$ cat src/rtl/tv80_alu16_seq.sv
// Sequences a 16-bit ADD/ADC/SBC through an external 8-bit TV80 ALU as a
// low-byte pass followed by a high-byte pass.
module tv80_alu16_seq #(
    parameter int Flag_C = 0,
    parameter int Flag_N = 1,
    parameter int Flag_P = 2,
    parameter int Flag_X = 3,
    parameter int Flag_H = 4,
    parameter int Flag_Y = 5,
    parameter int Flag_Z = 6,
    parameter int Flag_S = 7
) (
    input  logic        clk,
    input  logic        reset,
    input  logic        start,
    input  logic [1:0]  op,
    input  logic [15:0] opa,
    input  logic [15:0] opb,
    input  logic [7:0]  f_in,
    output logic        busy,
    output logic        done,
    output logic [15:0] result,
    output logic [7:0]  f_out,
    output logic [3:0]  alu_op,
    output logic        alu_arith16,
    output logic        alu_z16,
    output logic [7:0]  alu_busa,
    output logic [7:0]  alu_busb,
    output logic [7:0]  alu_f_in,
    input  logic [7:0]  alu_q,
    input  logic [7:0]  alu_f_out
);

    typedef enum logic [1:0] {IDLE, LO, HI} state_t;

    state_t      state;
    logic [15:0] opa_r;
    logic [15:0] opb_r;
    logic [1:0]  op_r;
    logic [7:0]  f_r;
    logic [7:0]  lo_q;
    logic        lo_c;
    logic        lo_z;
    logic        is_add;
    logic        is_sbc;

    assign is_add = (op_r == 2'b00);
    assign is_sbc = (op_r == 2'b10);

    always_comb begin
        alu_op      = 4'b0000;
        alu_arith16 = 1'b0;
        alu_z16     = 1'b0;
        alu_busa    = '0;
        alu_busb    = '0;
        alu_f_in    = f_in;
        case (state)
            LO: begin
                alu_busa    = opa_r[7:0];
                alu_busb    = opb_r[7:0];
                alu_op      = is_sbc ? 4'b0011 : (is_add ? 4'b0000 : 4'b0001);
                alu_f_in    = f_r;
                alu_arith16 = is_add;
            end
            HI: begin
                alu_busa    = opa_r[15:8];
                alu_busb    = opb_r[15:8];
                alu_op      = is_sbc ? 4'b0011 : 4'b0001;
                alu_f_in    = f_r;
                // High byte chains the low-byte carry; ADC/SBC also chain the
                // low-byte zero so the ALU's Z16 mode yields a 16-bit Z.
                alu_f_in[Flag_C] = lo_c;
                if (!is_add) alu_f_in[Flag_Z] = lo_z;
                alu_arith16 = is_add;
                alu_z16     = !is_add;
            end
            default: ;
        endcase
    end

    always_ff @(posedge clk) begin
        if (reset) begin
            state  <= IDLE;
            busy   <= 1'b0;
            done   <= 1'b0;
            result <= '0;
            f_out  <= '0;
            opa_r  <= '0;
            opb_r  <= '0;
            op_r   <= '0;
            f_r    <= '0;
            lo_q   <= '0;
            lo_c   <= 1'b0;
            lo_z   <= 1'b0;
        end else begin
            done <= 1'b0;
            case (state)
                IDLE: begin
                    if (start && (op != 2'b11)) begin
                        opa_r <= opa;
                        opb_r <= opb;
                        op_r  <= op;
                        f_r   <= f_in;
                        busy  <= 1'b1;
                        state <= LO;
                    end
                end
                LO: begin
                    // Low byte is parked so result only changes at the HI capture.
                    lo_q  <= alu_q;
                    lo_c  <= alu_f_out[Flag_C];
                    lo_z  <= (alu_q == 8'h00);
                    state <= HI;
                end
                HI: begin
                    result <= {alu_q, lo_q};
                    f_out  <= alu_f_out;
                    busy   <= 1'b0;
                    done   <= 1'b1;
                    state  <= IDLE;
                end
                default: state <= IDLE;
            endcase
        end
    end

endmodule

$ cat config.mk
export PLATFORM = sky130hd
export DESIGN_NAME = tv80_alu16_seq
export DESIGN_NICKNAME = d
export VERILOG_FILES = /design/src/rtl/tv80_alu16_seq.sv
export SDC_FILE = /design/constraint.sdc
export NUM_CORES = 1
export LEC_CHECK = 0
export CAP_MARGIN = 40
export CORE_ASPECT_RATIO = 2
export CORE_MARGIN = 5
export CORE_UTILIZATION = 25
export DETAILED_ROUTE_END_ITERATION = 12
export GPL_ROUTABILITY_DRIVEN = 0
export GPL_TIMING_DRIVEN = 0
export PLACE_DENSITY_LB_ADDON = 0.2
export SETUP_SLACK_MARGIN = 0.4
export SLEW_MARGIN = 20
export SYNTH_ARGS = -nofsm -noshare
export SYNTH_HDL_FRONTEND = slang
export SYNTH_SLANG_ARGS = --single-unit
$ cat constraint.sdc
create_clock -name clk -period 1.7 [get_ports clk]
set_input_delay 0.34 -clock clk [delete_from_list [all_inputs] [get_ports clk]]
set_output_delay 0.34 -clock clk [all_outputs]
set_load 0.01 [all_outputs]
# Yosys cells after proc, flatten, opt, wreduce, memory -nomap -nowiden
# Cells that the tools add are included.
# W data, S select, Z words.
# classes
reduce_logical	9
eq_ne	5
n_mux	15
# ops
cell	count
$pmux W8 S2	3
$logic_not A8 Y1	1
$pmux W2 S2	2
$mux W1	6
$mux W2	3
$eq A2 B2 Y1 const B	2
$logic_not A2 Y1	2
$ne A2 B2 Y1 const B	2
$reduce_and A2 Y1	2
$eq A2 B1 Y1 const B	1
$pmux W1 S2	1
$reduce_bool A2 Y1	1
$reduce_or A2 Y1	1
$logic_and A1 B1 Y1	1
$logic_not A1 Y1	1
# totals
elab_cells	41
input_bits	61
register_bits	80

# Depth between registers and ports, before layout
# Gate-level depths: netlist of run 1.
# logic_depth
depth_word	4
mapped_depth	7

# Least setup slack after synthesis of run 1
# No wires, ideal clock.
# synth_path
path_type	register to output
start	reg state[0]
end	out alu_f_in[1]
path_slack_ns	-0.082
t_required_ns	1.360
t_arrival_ns	1.442
stages_incl_launch_ff	7
cell_sequence	dfxtp_1 inv_1 ha_1 clkbuf_1 clkbuf_1 nand2_1 o22ai_1
# synth_between
elab_chain_len	2
elab_cells_between_ends	3
classes_between	2 x eq/ne; 1 x mux
# synth_lines
item	line	rtl
from (decl)	36	state_t state;
from (signal assigned)	83	state <= IDLE;
from (signal assigned)	105	state <= LO;
from (signal assigned)	113	state <= HI;
$eq A2 B2 Y1 / $eq A2 B1 Y1 (equally long branches)	57	case (state)
$pmux W8 S2 *	57	
to (decl)	29	output logic [7:0] alu_f_in,
# Mark *: on every way between the ends. The rest lies on a longest branch, timed or not.

# Worst setup path after layout of run 1
# layout_path
start	reg state[1]
end	out alu_f_in[1]
# Same word-level chain as after synthesis.

==> results by group, run 1 <==
Timing
  • Relative max-transition margin: 0.566
  • Max Clock Skew: 0.00625 ns
  • Tmin final: around 2.1 ns
  • Setup TNS: -8.35 ns
  • WHS: 0.435 ns
  • Worst Max-Slew Pin Slew: about 0.65 ns
  • Fin crit share: 1.22
  • Slew Limit Fails: 0
  • Max Clk Rate: 483 MHz
  • Final hold vios: 0
  • RSZ-0062 raised after global routing: yes
  • Final WS setup: -0.372 ns
  • Setup Viol. Count Final: 28

Clock network
  • Clock sinks: 80
  • Clock transition at path regs: ~0.06 ns
  • CTS root buf: clkbuf_16
  • Clock Path Buffers: 2
  • CTS tree: yes
  • Clock Latency Late Sink: about 0.34 ns
  • H-tree depth: 3
  • Cts bufs inserted: 9

Synth
  • Post-Synth XOR/XNOR Area: 0
  • Post-Syn Area: around 3500 um2
  • Mean Syn Cell Area: roughly 8.5 um2
  • Ys Warns: 0
  • Simple-gate portion of the synthesized area: 0.161
  • Compound-Gate Fraction of Synth Area: 0.192
  • Synth unique cells: 27
  • Seq/Total Area, Yosys: 0.459
  • Flops & latches, synth: 80
  • Multiplexer share of the synthesized area: 0.101
  • Main combinational cell family by area after synthesis: compound AO/OA/AOI/OAI gates
  • Post-Synthesis Cells: 408
  • Post-synthesis adder-cell area fraction: 0.0215

Power
  • Sequential Power Share: 0.319
  • Power Total: just under 7 mW
  • PwrDens: 1070 nW/um2
  • Internal power: roughly 4.7 mW
  • Clock share of power: 0.278
  • P_leak: about 2.3 nW
  • Peak VDD IR: roughly 0.00058 V
  • Sw Pwr: 2.13 mW
  • Switching power share of the total: 0.314
  • Comb pwr share: 0.403

Floorplan
  • Die footprint: around 17,000 um2
  • Starting Density: 0.252
  • Core Area: 13,800 um2
  • I/O pin count: approximately 120
  • Rows: between 60 and 70
  • Die X: ~93 um
  • Die Ht: 177 um

Cells and area
  • Synth-to-Final Area Change: 82.2%
  • Share of cells above drive strength 1: 0.435
  • Cell area after layout: 6350 um2
  • Multi-input gate area: approximately 2300 um2
  • Final Util: 0.460
  • Layout Cells excl Fill: 761
  • Fill cells: between 1,000 and 1,500
  • Fin nets: 634
  • Seq. cell area: roughly 1600 um2
  • Antenna Diode Count: 0

GRT
  • Total GRT Usage: 0.167
  • Pin count of the biggest net entering global routing: 13
  • Initial antenna violation count: 0
  • Vias in the first global route: around 4,000
  • Total grt overflow: 0
  • First-pass GRT wire length: between 20,000 and 25,000 um

Status
  • Outcome: finished with violations
  • Failing checks: negative setup slack

Detailed routing
  • DRT antenna net count: 0
  • WL final: between 10,000 and 15,000 um
  • TritonRoute pass-1 iters: 5
  • Residual DRC: 0
  • DRT iter0 DRCs: between 100 and 150
  • Wire length per cell: roughly 18 um
  • Via-to-Cell Ratio: approximately 4.8
  • Via count: approximately 3,600

Min path
  • Worst Hold Class: input port to flip-flop
  • Hold Crit Start: reset
  • Hold path depth: 3
  • Hold EP: busy$_SDFFE_PP0P_

Worst setup path
  • Critical Path AT: between 1.5 and 2 ns
  • Crit path kind: flip-flop to output port
  • CP Launch Type: flip-flop
  • R2R Path Start: state[1]$_SDFFE_PP0P_
  • Crit path max fanout: 7
  • Crit. End Element: output port
  • R2r setup slk: 0.27 ns
  • Required time worst endpoint: about 1.4 ns
  • Reg-to-Reg End: busy$_SDFFE_PP0P_
  • Worst r2r path cells: 6

Placed design
  • Dpl hpwl: 9360 um
  • Dpl ws: -0.488 ns
  • Placed Area: roughly 5200 um2
  • Cells after DPL: slightly above 700
  • # port buffers: 113

Run
  • Max Cap Violations: 0
-- cells by family (layout without fill, tap and decap cells) --
group	after synthesis	in the layout
compound gates	118	119
fa+ha+maj	6	6
buf+inv	50	212
flops	80	80
mux	35	35
other cells	1	2
simple gates	118	118
-- synthesized netlist by cell type, drive strengths merged --
cell / count / area [um2]
dfxtp: 80 / 1600
a21oi: 46 / 230
nand3: 46 / 230
o21ai: 44 / 220
nor2: 39 / 146
mux2i: 34 / 340
clkbuf: 23 / 95.1
nor2b: 20 / 125
buf: 18 / 95.1
a22oi: 17 / 128
inv: 9 / 33.8
nand2: 8 / 30.0
ha: 6 / 75.1
o22ai: 6 / 37.5
nor4: 2 / 12.5
a21bo: 1 / 10.0
a21boi: 1 / 18.8
a41oi: 1 / 8.76
and2: 1 / 6.26
conb: 1 / 3.75
mux2: 1 / 11.3
nand2b: 1 / 6.26
nor3: 1 / 5.00
o211ai: 1 / 7.51
o21a: 1 / 7.51
-- power by group through the flow --
stage | clock [mW] | combinational [mW] | sequential (mW)
global route | 2.03 | 2.89 | 2.18
CTS | 1.93 | 2.53 | 2.16
global placement | 0 | 1.73 | 2.17
detailed placement | 0 | 1.76 | 2.17
floorplan | 0 | 1.11 | 2.15
finish | 1.89 | 2.73 | 2.17
-- routing by layer --
| layer | up-vias | track usage | share of wire |
|---|---|---|---|
| met5 | - | 0 | 0 |
| met4 | 0 | 0.0807 | 0.039 |
| met3 | 29 | 0.0421 | 0.052 |
| met2 | 112 | 0.316 | 0.57 |
| met1 | 1761 | 0.163 | 0.34 |
| li1 | 1741 | - | - |
-- sequential cells by signal, summed over array words and instances, names as in the netlist --
signal,cells
f_out,8
lo_c,1
lo_z,1
busy,1
opb_r,16
state,2
op_r,2
lo_q,8
opa_r,16
result,16
f_r,8
done,1
-- worst max-delay path, stage by stage, from the launching register on --
cell and delay (ns):
dfxtp_4 0.38, inv_4 0.05, ha_4 0.23, clkbuf_16 0.15, clkbuf_16 0.17, buf_12 0.13
o22ai_4 0.13, buf_2 0.15
-- layout make-up --
cell class,count,area share
clock buffer,12,0.0372
timing repair inverter,1,0.00118
sequential,80,0.253
inverter,9,0.00670
buffer,41,0.0739
timing repair buffer,145,0.221
tap,189,0.0372
clock inverter,4,0.00709
multi-input combinational,280,0.363
-- repair_timing --
item | 4_1_cts | 5_1_grt
setup buffers | 20 | 4
cloned | 9 | 1
resized for setup | 311 | 84
pin swaps | 96 | 21
endpoints found under the setup margin | 132 | 129
hold buffers | 0 | 0
-- worst max path at each step --
stage	depth (start not counted)	end	start	slack [ns]
finish	7	alu_f_in[1]	state[1]$_SDFFE_PP0P_	-0.37
global route	7	alu_f_in[1]	state[1]$_SDFFE_PP0P_	-0.42
CTS	7	alu_f_in[1]	state[1]$_SDFFE_PP0P_	-0.38
detailed placement	7	alu_f_in[6]	state[0]$_SDFFE_PP0P_	-0.49
global placement	7	alu_f_in[6]	state[0]$_SDFFE_PP0P_	-0.49
floorplan	5	alu_f_in[6]	state[1]$_SDFFE_PP0P_	0.20
-- placed cells by master (no fill, tap or decap), drive strengths merged --
| cell type | instances |
|---|---|
| clkdlybuf4s50 | 56 |
| o21a | 1 |
| a21oi | 46 |
| and2 | 1 |
| bufinv | 1 |
| buf | 75 |
| nand3 | 46 |
| o22ai | 6 |
| nor2b | 20 |
| a21bo | 1 |
| o211ai | 1 |
| a22oi | 17 |
| a41oi | 1 |
| nand2b | 1 |
| clkdlybuf4s15 | 14 |
| dfxtp | 80 |
| dlygate4sd2 | 3 |
| inv | 8 |
| clkinv | 3 |
| clkbuf | 50 |
| mux2i | 34 |
| nand2 | 8 |
| nor3 | 1 |
| conb | 2 |
| mux2 | 1 |
| clkinvlp | 2 |
| a21boi | 2 |
| o21ai | 44 |
| ha | 6 |
| nor2 | 39 |
| nor4 | 2 |
Note: power is estimated with default switching activity, not from simulation.
==> run 2: changes to the inputs <==
--- a/config.mk
+++ b/config.mk
@@ -5,9 +5,8 @@
 export SDC_FILE = /design/constraint.sdc
 export NUM_CORES = 1
 export LEC_CHECK = 0
-export CAP_MARGIN = 40
+export CAP_MARGIN = 20
 export CORE_ASPECT_RATIO = 2
-export CORE_MARGIN = 5
 export CORE_UTILIZATION = 25
 export DETAILED_ROUTE_END_ITERATION = 12
 export GPL_ROUTABILITY_DRIVEN = 0
==> run 2 against run 1 <==
Against the previous run: power grew 5.3%; cell count shrank 5.0%; first-iteration DRC count grew 2.4%; critical endpoint is now alu_f_in[6]; combinational power shrank 5%; cell area grew 1.1%; the run still ends with negative setup slack left; via count shrank 3.6%.
==> results by group, run 2 (synthesis results as in run 1) <==
Cells and area
  • Seq. cell area: 1610 um2 (unchanged)
  • Fin nets: 630 (-0.63%)
  • Antenna Diode Count: 0 (unchanged)
  • Final Util: 0.475 (+0.0154)
  • Top Registers: opa_r x16, opb_r x16, result x16
  • Commonest non-fill, non-tap cells in the layout: dfxtp_1, clkdlybuf4s50_1, nand3_1
  • Share of cells above drive strength 1: 0.430 (-0.00574)
  • Synth-to-Final Area Change: 84.2%
  • Most common cell after layout, fill and taps aside: dfxtp_1
  • Fill cells: 1,286 (-4.0%)
  • Multi-input gate area: 2310 um2 (+0.22%)

Clock network
  • H-tree depth: 3 (unchanged)
  • Clock transition at path regs: 0.06 ns (about the same)
  • CTS tree: yes
  • Clock Latency Late Sink: 0.35 ns (about the same)
  • Cts bufs inserted: 9 (unchanged)
  • Clock sinks: 80 (unchanged)
  • Clock Path Buffers: 2 (unchanged)
  • Hold-fix buffers, CTS: 0 (unchanged)
  • CTS root buf: clkbuf_16

Worst setup path
  • Crit path max fanout: 6 (-1)
  • Critical Path AT: 1.74 ns (about the same)
  • Required time worst endpoint: 1.36 ns (about the same)
  • Crit. End Element: output port
  • CP Launch Type: flip-flop
  • Crit path kind: flip-flop to output port

Detailed routing
  • Met2 WL: 7240 um (-5.9%)
  • Wire length per cell: 17.8 um (+0.67%)
  • TritonRoute pass-1 iters: 6 (+1)
  • Uppermost routed layer: met4
  • Met3 WL post-DR: 507 um (-27%)
  • Residual DRC: 0 (unchanged)
  • Via-to-Cell Ratio: 4.86 (+1.4%)
  • DRT antenna net count: 0 (unchanged)
  • WL final: 12,800 um (-4.4%)
  • Via count: 3,511 (-3.6%)
  • M1 WL: 4510 um (-0.11%)
  • DRT iter0 DRCs: 128 (+2.4%)

GRT
  • Pin count of the biggest net entering global routing: 15 (+2)
  • Total GRT Usage: 0.172 (+0.00517)
  • First-pass GRT wire length: 18,800 um (-10%)
  • Initial antenna violation count: 0 (unchanged)
  • Vias in the first global route: 3,614 (-8.3%)
  • Total grt overflow: 0 (unchanged)

Power
  • P_leak: 2.33 nW (+1.1%)
  • Peak VDD IR: 0.000710 V (+23%)
  • PwrDens: 1110 nW/um2 (+4.2%)
  • Power Total: 7.14 mW (+5.3%)

Timing
  • Final WS setup: -0.376 ns (-0.00402 ns)
  • Max Clk Rate: 482 MHz (-0.19%)
  • Setup TNS: -7.20 ns (+1.15 ns)
  • Relative max-transition margin: 0.588 (+0.0224)
  • Fin crit share: 1.22 (+0.00237)
  • Worst Max-Slew Pin Slew: 0.618 ns (-0.0336 ns)
  • Tmin final: 2.08 ns (+0.00402 ns)
  • RSZ-0062 raised after global routing: yes
  • Setup Viol. Count Final: 28 (unchanged)
  • Final hold vios: 0 (unchanged)
  • Max Clock Skew: 0.00499 ns (-0.00126 ns)
  • WHS: 0.384 ns (-0.0517 ns)
  • Slew Limit Fails: 0 (unchanged)

Floorplan
  • Rows: 60 (-1.6%)
  • Die X: 85.5 um (-8.6%)
  • Die Ht: 169 um (-4.5%)
  • Die footprint: 14,400 um2 (-13%)
  • I/O pin count: 117 (unchanged)
  • Core Area: 13,500 um2 (-2.2%)
  • Starting Density: 0.258 (+0.00563)

Placed design
  • Dpl hpwl: 8700 um (-7.0%)
  • # port buffers: 113 (unchanged)
  • Dpl ws: -0.506 ns (-0.0185 ns)

Status
  • Failing checks: negative setup slack
  • Outcome: finished with violations

Min path
  • Worst Hold Class: input port to flip-flop

Run
  • Max Cap Violations: 0 (unchanged)
==> run 2: changes by cell type in the layout (fill, tap and decap cells not counted), sizes merged, moves of 2 or more <==
cell          before  now
buf               75   81
bufinv             1    4
clkbuf            50   38
clkinv             3    1
clkinvlp           2    4
dlygate4sd2        3    1
dlymetal6s2s       0    2
==> run 2: area by class of cell <==
cell class / instances / area share
inverter: 9 / 0.00702
timing repair inverter: 1 / 0.00117
tap: 155 / 0.0302
buffer: 41 / 0.0725
clock inverter: 7 / 0.0224
multi-input combinational: 279 / 0.359
sequential: 80 / 0.251
clock buffer: 9 / 0.0351
timing repair buffer: 142 / 0.222
==> run 2: path summary, 6_finish.rpt <==
| kind | start | to | slack [ns] | depth (start not counted) |
|---|---|---|---|---|
| setup / recovery | state[1]$_SDFFE_PP0P_ | alu_f_in[6] | -0.38 | 6 |
| hold / removal | op[1] | op_r[1]$_SDFFE_PP0P_ | 0.38 | 3 |
| setup reg to reg | state[0]$_SDFFE_PP0P_ | result[3]$_SDFFE_PP0N_ | 0.23 | 8 |
| hold reg to reg | opa_r[11]$_SDFFE_PP0P_ | opa_r[11]$_SDFFE_PP0P_ | 0.48 | 2 |
==> run 2: through the flow <==
step,cell area [um2],std cells
2_1_floorplan,3850,409
3_3_place_gp,5180,677
3_5_place_dp,5180,677
4_1_cts,5880,710
5_1_grt,6420,723
6_report,6420,723
==> run 2: critical path: stages, from the launching register on <==
cell and delay, ns:
dfxtp_4 0.39, inv_6 0.05, ha_4 0.24, clkbuf_16 0.16, clkbuf_16 0.16, a41oi_4 0.22, buf_2 0.17
==> run 2: layer usage <==
layer  vias up  GRT usage
met5         -          0
met4         0      0.118
met3        27     0.0293
met2        93      0.319
met1      1655      0.170
li1       1736          -
==> run 2: power breakdown <==
part	internal [mW]	switching, mW
sequential	2.03	0.134
combinational	1.37	1.21
clock	1.59	0.810
==> run 2: timing repair <==
item                                    in CTS  in global routing
buffers inserted                            12                  8
gates cloned                                 5                  5
pin swaps                                   13                 87
endpoints found under the setup margin     133                128
resized for setup                          226                182
